[src/rtl/serial_subtractor_pkg.sv]
// Shared types and helpers for the bit-serial subtractor.
package serial_subtractor_pkg;

    typedef enum logic [1:0] {
        StIdle = 2'd0,
        StRun  = 2'd1,
        StDone = 2'd2
    } state_e;

    // Count register width, never narrower than one bit so N=1 still has a counter.
    function automatic int unsigned cnt_width(input int unsigned n);
        return (n > 1) ? $clog2(n) : 1;
    endfunction

endpackage

[src/rtl/serial_subtractor_full_subtractor.sv]
// Single-bit full-subtractor cell: computes a - b - borrow_in.
module serial_subtractor_full_subtractor (
    input  logic a,
    input  logic b,
    input  logic borrow_in,
    output logic diff,
    output logic borrow_out
);

    always_comb begin
        diff       = a ^ b ^ borrow_in;
        borrow_out = (~a & b) | (~(a ^ b) & borrow_in);
    end

endmodule

[src/rtl/serial_subtractor.sv]
// Bit-serial unsigned subtractor: a - b LSB-first, one bit per clock, with
// valid/ready handshakes on the operand and result sides.
module serial_subtractor
    import serial_subtractor_pkg::*;
#(
    parameter int unsigned N = 3
) (
    input  logic         clk,
    input  logic         rst_n,
    input  logic         in_valid,
    output logic         in_ready,
    input  logic [N-1:0] a,
    input  logic [N-1:0] b,
    output logic         out_valid,
    input  logic         out_ready,
    output logic [N-1:0] diff,
    output logic         borrow
);

    localparam int unsigned CW = cnt_width(N);
    localparam logic [CW-1:0] LastCount = CW'(N - 1);

    state_e         r_state;
    state_e         w_state_next;
    logic [N-1:0]   r_a;
    logic [N-1:0]   r_b;
    logic [N-1:0]   w_a_next;
    logic [N-1:0]   w_b_next;
    logic           r_borrow;
    logic           w_borrow_next;
    logic [CW-1:0]  r_count;
    logic [CW-1:0]  w_count_next;
    logic           w_d;
    logic           w_bo;

    serial_subtractor_full_subtractor u_cell (
        .a          (r_a[0]),
        .b          (r_b[0]),
        .borrow_in  (r_borrow),
        .diff       (w_d),
        .borrow_out (w_bo)
    );

    always_ff @(posedge clk or negedge rst_n) begin
        if (!rst_n) begin
            r_state  <= StIdle;
            r_a      <= '0;
            r_b      <= '0;
            r_borrow <= 1'b0;
            r_count  <= '0;
        end else begin
            r_state  <= w_state_next;
            r_a      <= w_a_next;
            r_b      <= w_b_next;
            r_borrow <= w_borrow_next;
            r_count  <= w_count_next;
        end
    end

    always_comb begin
        w_state_next  = r_state;
        w_a_next      = r_a;
        w_b_next      = r_b;
        w_borrow_next = r_borrow;
        w_count_next  = r_count;
        case (r_state)
            StIdle: begin
                if (in_valid) begin
                    w_a_next      = a;
                    w_b_next      = b;
                    w_borrow_next = 1'b0;
                    w_count_next  = '0;
                    w_state_next  = StRun;
                end
            end
            StRun: begin
                // Result bits enter at the MSB so A holds the full difference after N shifts.
                w_a_next         = r_a >> 1;
                w_a_next[N-1]    = w_d;
                w_b_next         = r_b >> 1;
                w_borrow_next    = w_bo;
                w_count_next     = r_count + CW'(1);
                if (r_count == LastCount) begin
                    w_state_next = StDone;
                end
            end
            StDone: begin
                if (out_ready) begin
                    w_state_next = StIdle;
                end
            end
            default: begin
                w_state_next = StIdle;
            end
        endcase
    end

    always_comb begin
        in_ready  = (r_state == StIdle);
        out_valid = (r_state == StDone);
        diff      = r_a;
        borrow    = r_borrow;
    end

endmodule

[config.mk]
export PLATFORM = sky130hd
export DESIGN_NAME = serial_subtractor
export DESIGN_NICKNAME = d
export VERILOG_FILES = /design/src/rtl/serial_subtractor_pkg.sv /design/src/rtl/serial_subtractor_full_subtractor.sv /design/src/rtl/serial_subtractor.sv
export SDC_FILE = /design/constraint.sdc
export NUM_CORES = 1
export LEC_CHECK = 0
export CAP_MARGIN = 30
export CELL_PAD_IN_SITES_DETAIL_PLACEMENT = 1
export CELL_PAD_IN_SITES_GLOBAL_PLACEMENT = 1
export CORE_MARGIN = 2
export CORE_UTILIZATION = 40
export DETAILED_ROUTE_END_ITERATION = 7
export DONT_BUFFER_PORTS = 1
export GPL_ROUTABILITY_DRIVEN = 1
export PLACE_DENSITY = 0.66
export SYNTH_ARGS = -nofsm -noshare
export SYNTH_HDL_FRONTEND = slang
export SYNTH_SLANG_ARGS = --single-unit
[constraint.sdc]
create_clock -name clk -period 1.2 [get_ports clk]
set_input_delay 0.24 -clock clk [delete_from_list [all_inputs] [get_ports clk]]
set_output_delay 0.24 -clock clk [all_outputs]
set_load 0.01 [all_outputs]
==> out/results.tsv, run 1 <==
stage	metric	value	unit
floorplan	Initial Utilization	43.0	%
place	port bufs	0	
yosys	FF+latch count, synth	11	
place	RD Place Congestion	0.741	
sta	post-route setup slack	-0.113	ns
min_path	HP Class	input pin to register	
yosys	Synth Warn #	0	
global_routing	GRT Total Usage	18.6	%
sta	Highest Clock Rate	0.761	GHz
drt	DR WL/cell	18.9	µm
sta	Worst Max-Slew Pin Slew	0.523	ns
cts	H-tree Lvls	1	
floorplan	core area	0.00132	mm²
worst_setup_path	critical path endpoint category	register	
global_routing	vias in the first global route	468	
yosys	Async S/R FF share, synth	100	%
yosys	sequential area share after synthesis	48.6	%
status	failing checks	negative setup slack	
drt	DR iter-0 viols	14	
sta	total negative slack	-0.149	ns
sta	final count of hold timing violations	0	
worst_setup_path	critical path peak fanout	2	
job	max_cap viols	0	
yosys	Post-Synth XOR/XNOR Area	0	%
floorplan	# rows	13	
cts	clock buffer depth	2	
yosys	portion of netlist area occupied by mux cells	1.99	%
yosys	Synth Area in Compound Gates	19.0	%
floorplan	Die X	41.6	µm
yosys	adder-cell share of the synthesized area	5.74	%
finish	# diodes	0	
floorplan	Die Span Y	41.6	µm
sta	period utilization	109	%
cts	clk root buf	clkbuf_4	
finish	share of cells above drive strength 1	39.7	%
sta	Slew Limit Fails	0	
sta	hold_ws	0.124	ns
yosys	Synth Net Count	60	
cts	clock sink count	11	
global_routing	largest net degree at the start of global routing	12	
sta	Max Clock Skew	0.00417	ns
power_and_ir_drop	power after layout	2.07	mW
global_routing	grt total ovfl	0	
drt	vias	429	
place	worst slack, placed	-0.0406	ns
yosys	Synth Flop Type	dfrtp_1	
worst_setup_path	Worst EP required	1.35	ns
yosys	fraction of the mapped netlist area in simple logic gates	14.8	%
drt	Remaining DRCs	0	
worst_setup_path	Worst EP arrival	1.46	ns
drt	via density per instance	5.88	
finish	nets	71	
yosys	Syn Inst Count	48	
drt	Antenna Violating Nets Remaining	0	
power_and_ir_drop	Max VDD drop	0.00123	V
cts	clock latency at the later pin of the worst-skew pair	0.27	ns
finish	Final Util	53.2	%
yosys	Post-Syn Area	567	µm²
sta	RSZ-0062 raised after global routing	yes	
sta	setup violators final	2	
power_and_ir_drop	LEAKAGE	0.326	nW
worst_setup_path	Startpoint Class	register	
floorplan	Boundary Pins	16	
power_and_ir_drop	Power Dens Cells	2950	mW/mm²
floorplan	die area	0.00173	mm²
sta	worst relative slew slack	65.0	%
finish	Area growth syn-to-layout	23.6	%
drt	First-pass DRT Iterations	5	
worst_setup_path	Setup Crit Path Kind	register to register	
yosys	number of synthesized flops with an enable pin	0	
global_routing	initial antenna violation count	0	
drt	Routed WL	1.38	mm
cts	TritonCTS clock tree	built	
sta	Min Clock Period, post-route	1.31	ns
yosys	largest family of logic cells by synthesized area	compound AO/OA/AOI/OAI gates	
yosys	Avg Cell Area, Syn	11.8	µm²
global_routing	global-route wire length before repair	2.35	mm
cts	CTS buffer count	3	
yosys	count of different cell masters after synthesis	20	
place	HPWL Detailed	968	µm
status	status	finished, violations left	
cts	clock transition at the registers of the reported paths	0.07	ns
logic make-up after synthesis:
kind of cell | Yosys count
buffers and inverters | 11
multiplexers | 1
AND/OR/NAND/NOR | 12
adder cells (fa/ha/maj) | 2
flip-flops | 11
AO/OA/AOI/OAI | 11
worst max-delay path, cell delays in order, from the launching register on:
cell and delay, ns:
dfrtp_1 0.41, fa_1 0.49, a222oi_1 0.29
worst paths after layout:
path	from	to	slack, ns	cells past startpoint
min in group asynchronous	rst_n	r_b[0]$_DFFE_PN0P_	0.37	1
worst min register to register	r_b[2]$_DFFE_PN0P_	r_b[2]$_DFFE_PN0P_	0.51	1
max in group asynchronous	rst_n	r_state[1]$_DFFE_PN0P_	0.45	1
worst max-delay path	borrow$_DFFE_PN0P_	diff[2]$_DFFE_PN0P_	-0.11	2
worst min-delay path	in_valid	r_state[0]$_DFFE_PN0P_	0.12	2
worst max register to register	borrow$_DFFE_PN0P_	diff[2]$_DFFE_PN0P_	-0.11	2
flip-flops by register name (all words and copies together), names as in the netlist:
register	flops
r_b	3
r_count	2
diff	3
borrow	1
r_state	2
where the power goes:
part / switching (mW) / internal (mW) / total (mW)
sequential: 0.176 / 0.555 / 0.731
combinational: 0.494 / 0.579 / 1.07
clock: 0.133 / 0.129 / 0.262
metrics by stage:
stage	area, µm²	instances
after floorplan	567	48
after global placement	597	65
after detailed placement	597	65
after CTS	671	72
after global routing	701	73
final	701	73
layout make-up:
type,instances,area (µm²)
clock buffer,4,26.3
fill,133,617
inverter,8,30.0
multi-input combinational,26,267
sequential,11,278
tap,15,18.8
timing repair buffer,9,81.3
synth_stat cells, types with 2 or more instances:
cell / n / share of area, %
dfrtp_1: 11 / 49
buf_4: 2 / 2.6
a22o_2: 2 / 3.5
a211oi_1: 2 / 2.6
nor3b_1: 2 / 2.6
nand2b_1: 2 / 2.2
inv_1: 8 / 5.3
nor2b_1: 4 / 4.4
nor4b_1: 2 / 3.1
a222oi_1: 3 / 5.3
per-layer routing:
| metal | wire length, µm | track usage [%] |
|---|---|---|
| met1 | 539 | 20.0 |
| met4 | 39 | 9.68 |
| met2 | 735 | 33.4 |
| met3 | 63 | 4.35 |
| met5 | 0 | 0 |
cells in the final DEF, fill, tap and decap left out, drive strengths merged:
cell / Yosys / final
nor2b: 4 / 4
a22o: 3 / 3
clkbuf: 0 / 4
o21bai: 1 / 1
a222oi: 3 / 3
nor3b: 2 / 2
buf: 3 / 8
a32o: 1 / 1
nor4b: 2 / 2
ha: 1 / 1
nand2b: 2 / 2
nor2: 1 / 1
a211oi: 2 / 2
dfrtp: 11 / 11
dlygate4sd3: 0 / 1
fa: 1 / 1
mux2: 1 / 1
a21oi: 1 / 1
inv: 8 / 8
and2b: 1 / 1
repair_timing:
item,in CTS,in global routing
cloned,0,0
hold buffers,1,0
endpoints found under the hold margin,11,0
pin swaps,1,2
buffers inserted,2,1
resized for setup,8,5
setup endpoints to repair,4,8
Power figures use the tool's default switching activity.
==> run 2, diff against run 1 <==
- MAX_ROUTING_LAYER: default -> met4
- REMOVE_ABC_BUFFERS: default -> 1
==> out/results.tsv, run 2 (synthesized netlist as in run 1, its figures left out) <==
stage	metric	value	unit	change
floorplan	Die Span Y	41.6	µm	unchanged
worst_setup_path	critical path's top delay family	flip-flops		was adder cells
worst_setup_path	critical path's largest stage delay	0.47	ns	was 0.49 ns
finish	# diodes	0		unchanged
worst_setup_path	critical path endpoint category	output port		was register
finish	fillers	142		was 133
finish	nets	72		was 71
cts	H-tree Lvls	1		unchanged
global_routing	vias in the first global route	458		was 468
sta	Max Clock Skew	0.00299	ns	was 0.00417 ns
worst_setup_path	Worst EP required	0.96	ns	was 1.35 ns
power_and_ir_drop	Power Dens Cells	2900	mW/mm²	was 2950 mW/mm²
cts	clock buffer depth	2		unchanged
drt	Routed WL	1.29	mm	was 1.38 mm
drt	DR iter-0 viols	12		was 14
worst_setup_path	Cell Chain, Critical Path	nor2_4 > buf_6		was fa_1 > a222oi_1
cts	clk root buf	clkbuf_4		unchanged
place	RD Place Congestion	0.844		was 0.741
global_routing	grt total ovfl	0		unchanged
cts	clock sink count	11		unchanged
worst_setup_path	slowest CP cell	dfrtp_2		was fa_1
drt	Antenna Violating Nets Remaining	0		unchanged
place	HPWL Detailed	910	µm	was 968 µm
status	failing checks	negative setup slack		unchanged
floorplan	core area	0.00132	mm²	unchanged
sta	Slew Limit Fails	0		unchanged
drt	First-pass DRT Iterations	5		unchanged
sta	post-route setup slack	-0.0451	ns	was -0.113 ns
status	status	finished, violations left		unchanged
global_routing	GRT Total Usage	17.5	%	was 18.6%
worst_setup_path	Startpoint Class	register		unchanged
finish	commonest non-fill, non-tap cells in the layout	dfrtp_1 (9), inv_1 (7), buf_4 (6)		was dfrtp_1 (9), inv_1 (7), buf_4 (5)
sta	period utilization	104	%	was 109%
sta	final count of hold timing violations	0		unchanged
floorplan	# rows	13		unchanged
cts	clock latency at the later pin of the worst-skew pair	0.26	ns	was 0.27 ns
floorplan	Boundary Pins	16		unchanged
sta	RSZ-0062 raised after global routing	yes		unchanged
worst_setup_path	Setup Crit Path Kind	register to output port		was register to register
floorplan	Initial Utilization	43.0	%	unchanged
worst_setup_path	critical path peak fanout	4		was 2
global_routing	initial antenna violation count	0		unchanged
min_path	HP Class	input pin to register		unchanged
sta	hold_ws	0.141	ns	was 0.124 ns
sta	setup violators final	3		was 2
floorplan	Die X	41.6	µm	unchanged
worst_setup_path	Worst EP arrival	1.01	ns	was 1.46 ns
sta	worst relative slew slack	67.1	%	was 65.0%
sta	total negative slack	-0.0490	ns	was -0.149 ns
cts	clock transition at the registers of the reported paths	0.07	ns	about the same
power_and_ir_drop	LEAKAGE	0.327	nW	was 0.326 nW
global_routing	global-route wire length before repair	2.21	mm	was 2.35 mm
drt	DR WL/cell	17.5	µm	was 18.9 µm
finish	share of cells above drive strength 1	40.7	%	was 39.7%
cts	TritonCTS clock tree	built		unchanged
sta	Highest Clock Rate	0.803	GHz	was 0.761 GHz
floorplan	die area	0.00173	mm²	unchanged
sta	Min Clock Period, post-route	1.25	ns	was 1.31 ns
cts	CTS buffer count	3		unchanged
place	port bufs	0		unchanged
sta	Worst Max-Slew Pin Slew	0.492	ns	was 0.523 ns
job	max_cap viols	0		unchanged
finish	commonest non-fill, non-tap cell in the layout	dfrtp_1		unchanged
finish	Area growth syn-to-layout	24.3	%	was 23.6%
global_routing	largest net degree at the start of global routing	12		unchanged
worst_setup_path	Buf/Inv on CP	1		was 0
drt	via density per instance	5.93		was 5.88
drt	vias	439		was 429
drt	Remaining DRCs	0		unchanged
power_and_ir_drop	Max VDD drop	0.00134	V	was 0.00123 V
## run 2: cell types whose count changed in the layout (fill, tap and decap cells not counted)
| cell | change |
|---|---|
| mux2_2 | +1 |
| mux2_4 | -1 |
| buf_4 | +1 |
## run 2: final cells by class
| cell class | instances | area (µm²) | share of cell area [%] |
|---|---|---|---|
| Timing Repair Buffer | 10 | 88.8 | 12.6 |
| Tap cell | 15 | 18.8 | 2.66 |
| Multi-Input combinational cell | 26 | 263 | 37.3 |
| Inverter | 8 | 30.0 | 4.26 |
| Sequential cell | 11 | 278 | 39.4 |
| Clock buffer | 4 | 26.3 | 3.73 |
## run 2: power by group
group | total, mW | switching [mW] | internal, mW
Sequential | 0.735 | 0.179 | 0.556
Combinational | 1.07 | 0.489 | 0.582
Clock | 0.237 | 0.109 | 0.128
Total | 2.04 | 0.777 | 1.27
## run 2: final timing paths
kind | startpoint | endpoint | slack, ns | cells past startpoint
setup / recovery | r_state[0]$_DFFE_PN0P_ | in_ready | -0.05 | 2
hold / removal | in_valid | r_state[0]$_DFFE_PN0P_ | 0.14 | 2
setup reg to reg | borrow$_DFFE_PN0P_ | diff[2]$_DFFE_PN0P_ | 0 | 2
max in group asynchronous | rst_n | r_state[1]$_DFFE_PN0P_ | 0.46 | 1
hold reg to reg | r_b[2]$_DFFE_PN0P_ | r_b[2]$_DFFE_PN0P_ | 0.50 | 1
min in group asynchronous | rst_n | r_b[0]$_DFFE_PN0P_ | 0.38 | 1
## run 2: worst register-to-register path, stage by stage (launching register included)
cell	delay [ns]
dfrtp_1	0.40
fa_1	0.47
a222oi_1	0.23
## run 2: metal layers
layer | vias to the layer above | global-route usage [%] | wire, µm
met1 | 209 | 21.7 | 545
met3 | 8 | 4.35 | 119
li1 | 191 | - | -
met4 | 0 | 9.68 | 35
met2 | 31 | 25.9 | 594
met5 | - | - | 0
## run 2: through the flow
stage	area (µm²)	util, %	power, mW	setup slack (ns)	instances
6_report	704	53.5	2.04	-0.0451	74
5_1_grt	704	53.5	2.21	-0.0752	74
4_1_cts	674	51.2	1.96	-0.0386	73
3_5_place_dp	597	45.3	1.58	-0.0628	65
3_3_place_gp	597	45.3	1.50	0.00967	65
2_1_floorplan	541	-	1.27	-0.0227	45
## run 2: repair_timing
action,CTS,global route
endpoints found under the hold margin,11,0
hold buffers,1,0
pin swaps,2,3
setup endpoints to repair,5,8
resized for setup,7,5
setup buffers,3,1
==> run 3, diff against run 2 <==
--- a/config.mk
+++ b/config.mk
@@ -12,2 +12,3 @@
 export CORE_UTILIZATION = 40
+export CTS_BUF_LIST = sky130_fd_sc_hd__clkbuf_8
 export DETAILED_ROUTE_END_ITERATION = 7
==> constraint.sdc (replaced) <==
create_clock -name clk -period 1.2 [get_ports clk]
set_input_delay 0.12 -clock clk [delete_from_list [all_inputs] [get_ports clk]]
set_output_delay 0.12 -clock clk [all_outputs]
set_load 0.01 [all_outputs]
==> out/results.tsv, run 3 (synthesized netlist as in run 1, its figures left out) <==
stage	metric	value	unit	change
status	status	finished, violations left		unchanged
status	failing checks	negative setup slack		unchanged
finish	nets	69		was 72
cts	clock sink count	11		unchanged
drt	via density per instance	5.94		was 5.93
global_routing	GR Util met2	26.9	%	was 25.9%
finish	Area growth syn-to-layout	19.2	%	was 24.3%
worst_setup_path	Buf/Inv on CP	1		unchanged
worst_setup_path	critical path's top delay family	adder cells		was flip-flops
drt	Remaining DRCs	0		unchanged
global_routing	largest net degree at the start of global routing	12		unchanged
floorplan	Boundary Pins	16		unchanged
cts	TritonCTS clock tree	built		unchanged
sta	period utilization	106	%	was 104%
worst_setup_path	critical path peak fanout	2		was 4
cts	clock latency at the later pin of the worst-skew pair	0.24	ns	was 0.26 ns
power_and_ir_drop	Power Dens Cells	2950	mW/mm²	was 2900 mW/mm²
finish	final std cells w/o fill	71		was 74
sta	setup violators final	1		was 3
drt	Routed WL	1.28	mm	was 1.29 mm
worst_setup_path	Worst EP required	1.31	ns	was 0.96 ns
sta	Min Clock Period, post-route	1.27	ns	was 1.25 ns
sta	Max Clock Skew	0.00438	ns	was 0.00299 ns
power_and_ir_drop	LEAKAGE	0.315	nW	was 0.327 nW
min_path	HP Class	input pin to register		unchanged
drt	DR iter-0 viols	19		was 12
global_routing	grt total ovfl	0		unchanged
floorplan	Die X	41.6	µm	unchanged
cts	clock transition at the registers of the reported paths	0.05	ns	was 0.07 ns
finish	# diodes	0		unchanged
finish	share of cells above drive strength 1	37.5	%	was 40.7%
sta	worst relative slew slack	67.2	%	was 67.1%
cts	H-tree Lvls	1		unchanged
worst_setup_path	critical path depth	3		was 2
floorplan	die area	0.00173	mm²	unchanged
global_routing	global-route wire length before repair	2.08	mm	was 2.21 mm
place	port bufs	0		unchanged
place	placed insts	65		unchanged
worst_setup_path	Cell Chain, Critical Path	inv_2 > fa_2 > a222oi_1		was nor2_4 > buf_6
drt	First-pass DRT Iterations	4		was 5
floorplan	core area	0.00132	mm²	unchanged
floorplan	Die Span Y	41.6	µm	unchanged
global_routing	initial antenna violation count	0		unchanged
finish	commonest non-fill, non-tap cells in the layout	dfrtp_1 (9), inv_1 (7), buf_4 (6)		unchanged
worst_setup_path	Startpoint Class	register		unchanged
floorplan	Initial Utilization	43.0	%	unchanged
worst_setup_path	Setup Crit Path Kind	register to register		was register to output port
drt	vias	422		was 439
worst_setup_path	critical path endpoint category	register		was output port
worst_setup_path	Worst EP arrival	1.39	ns	was 1.01 ns
finish	finished layout cell area	676	µm²	was 704 µm²
sta	Slew Limit Fails	0		unchanged
global_routing	met3 usage	6.52	%	was 4.35%
sta	final count of hold timing violations	0		unchanged
drt	DR WL/cell	18.0	µm	was 17.5 µm
worst_setup_path	slowest CP cell	fa_2		was dfrtp_2
cts	CTS buffer count	3		unchanged
worst_setup_path	critical path's largest stage delay	0.43	ns	was 0.47 ns
global_routing	vias in the first global route	442		was 458
sta	RSZ-0062 raised after global routing	yes		unchanged
power_and_ir_drop	Max VDD drop	0.00126	V	was 0.00134 V
sta	post-route setup slack	-0.0717	ns	was -0.0451 ns
finish	commonest non-fill, non-tap cell in the layout	dfrtp_1		unchanged
place	area post-placement	597	µm²	unchanged
cts	clk root buf	clkbuf_8		was clkbuf_4
global_routing	global routing's busiest layer	met2		unchanged
min_path	Hold Crit Depth	2		unchanged
global_routing	GRT Total Usage	16.6	%	was 17.5%
cts	clock buffer depth	2		unchanged
sta	total negative slack	-0.0717	ns	was -0.0490 ns
floorplan	# rows	13		unchanged
sta	Highest Clock Rate	0.786	GHz	was 0.803 GHz
global_routing	routing usage on met1	19.3	%	was 21.7%
drt	Antenna Violating Nets Remaining	0		unchanged
sta	Worst Max-Slew Pin Slew	0.490	ns	was 0.492 ns
place	RD Place Congestion	0.762		was 0.844
place	HPWL Detailed	1.00	mm	was 910 µm
job	max_cap viols	0		unchanged
worst_setup_path	Reg2Reg Depth	3		was 2
[run 3: worst paths after layout]
kind                                      from  slack (ns)                     end
min in group asynchronous                rst_n        0.28     diff[0]$_DFFE_PN0P_
min reg2reg                 r_b[2]$_DFFE_PN0P_        0.51      r_b[2]$_DFFE_PN0P_
min                                   in_valid        0.04  r_state[0]$_DFFE_PN0P_
max in group asynchronous                rst_n        0.56  r_state[1]$_DFFE_PN0P_
max reg2reg                diff[0]$_DFFE_PN0P_       -0.07     diff[2]$_DFFE_PN0P_
max                        diff[0]$_DFFE_PN0P_       -0.07     diff[2]$_DFFE_PN0P_
[run 3: what timing repair did]
item,4_1_cts,5_1_grt
hold buffers,1,0
endpoints found under the setup margin,4,7
buffers inserted,1,0
pin swaps,1,1
endpoints found under the hold margin,11,0
gates resized for setup,2,5
[run 3: per-layer routing]
| metal | wire length, µm | share of wire (%) |
|---|---|---|
| met4 | 0 | 0 |
| met2 | 661 | 52 |
| met1 | 533 | 42 |
| met3 | 81 | 6.3 |
| met5 | 0 | 0 |
[run 3: final cells by class]
| class | count | area, µm² |
|---|---|---|
| Inverter | 8 | 30.0 |
| Clock buffer | 3 | 41.3 |
| Multi-Input combinational cell | 26 | 248 |
| Fill cell | 139 | 642 |
| Timing Repair Buffer | 7 | 55.1 |
| Tap cell | 15 | 18.8 |
| Sequential cell | 11 | 278 |
| Clock inverter | 1 | 5.00 |
[run 3: per-stage QoR]
stage                     utilization [%]  worst slack (ns)  hold WS [ns]  power, mW
after floorplan                         -           -0.0227        -0.176       1.27
after global placement               45.3            0.0127        -0.175       1.48
after detailed placement             45.3            -0.115        -0.175       1.57
after CTS                            50.3           -0.0869        0.0353       1.97
after global routing                 51.3            -0.116        0.0321       2.14
final                                51.3           -0.0717        0.0357       1.99
[run 3: where the power goes]
| part | switching [mW] | internal, mW | total, mW | leakage, nW |
|---|---|---|---|---|
| clock network | 0.137 | 0.228 | 0.364 | 0.0255 |
| logic | 0.403 | 0.464 | 0.867 | 0.160 |
| registers | 0.207 | 0.557 | 0.763 | 0.130 |
| total | 0.746 | 1.25 | 1.99 | 0.315 |
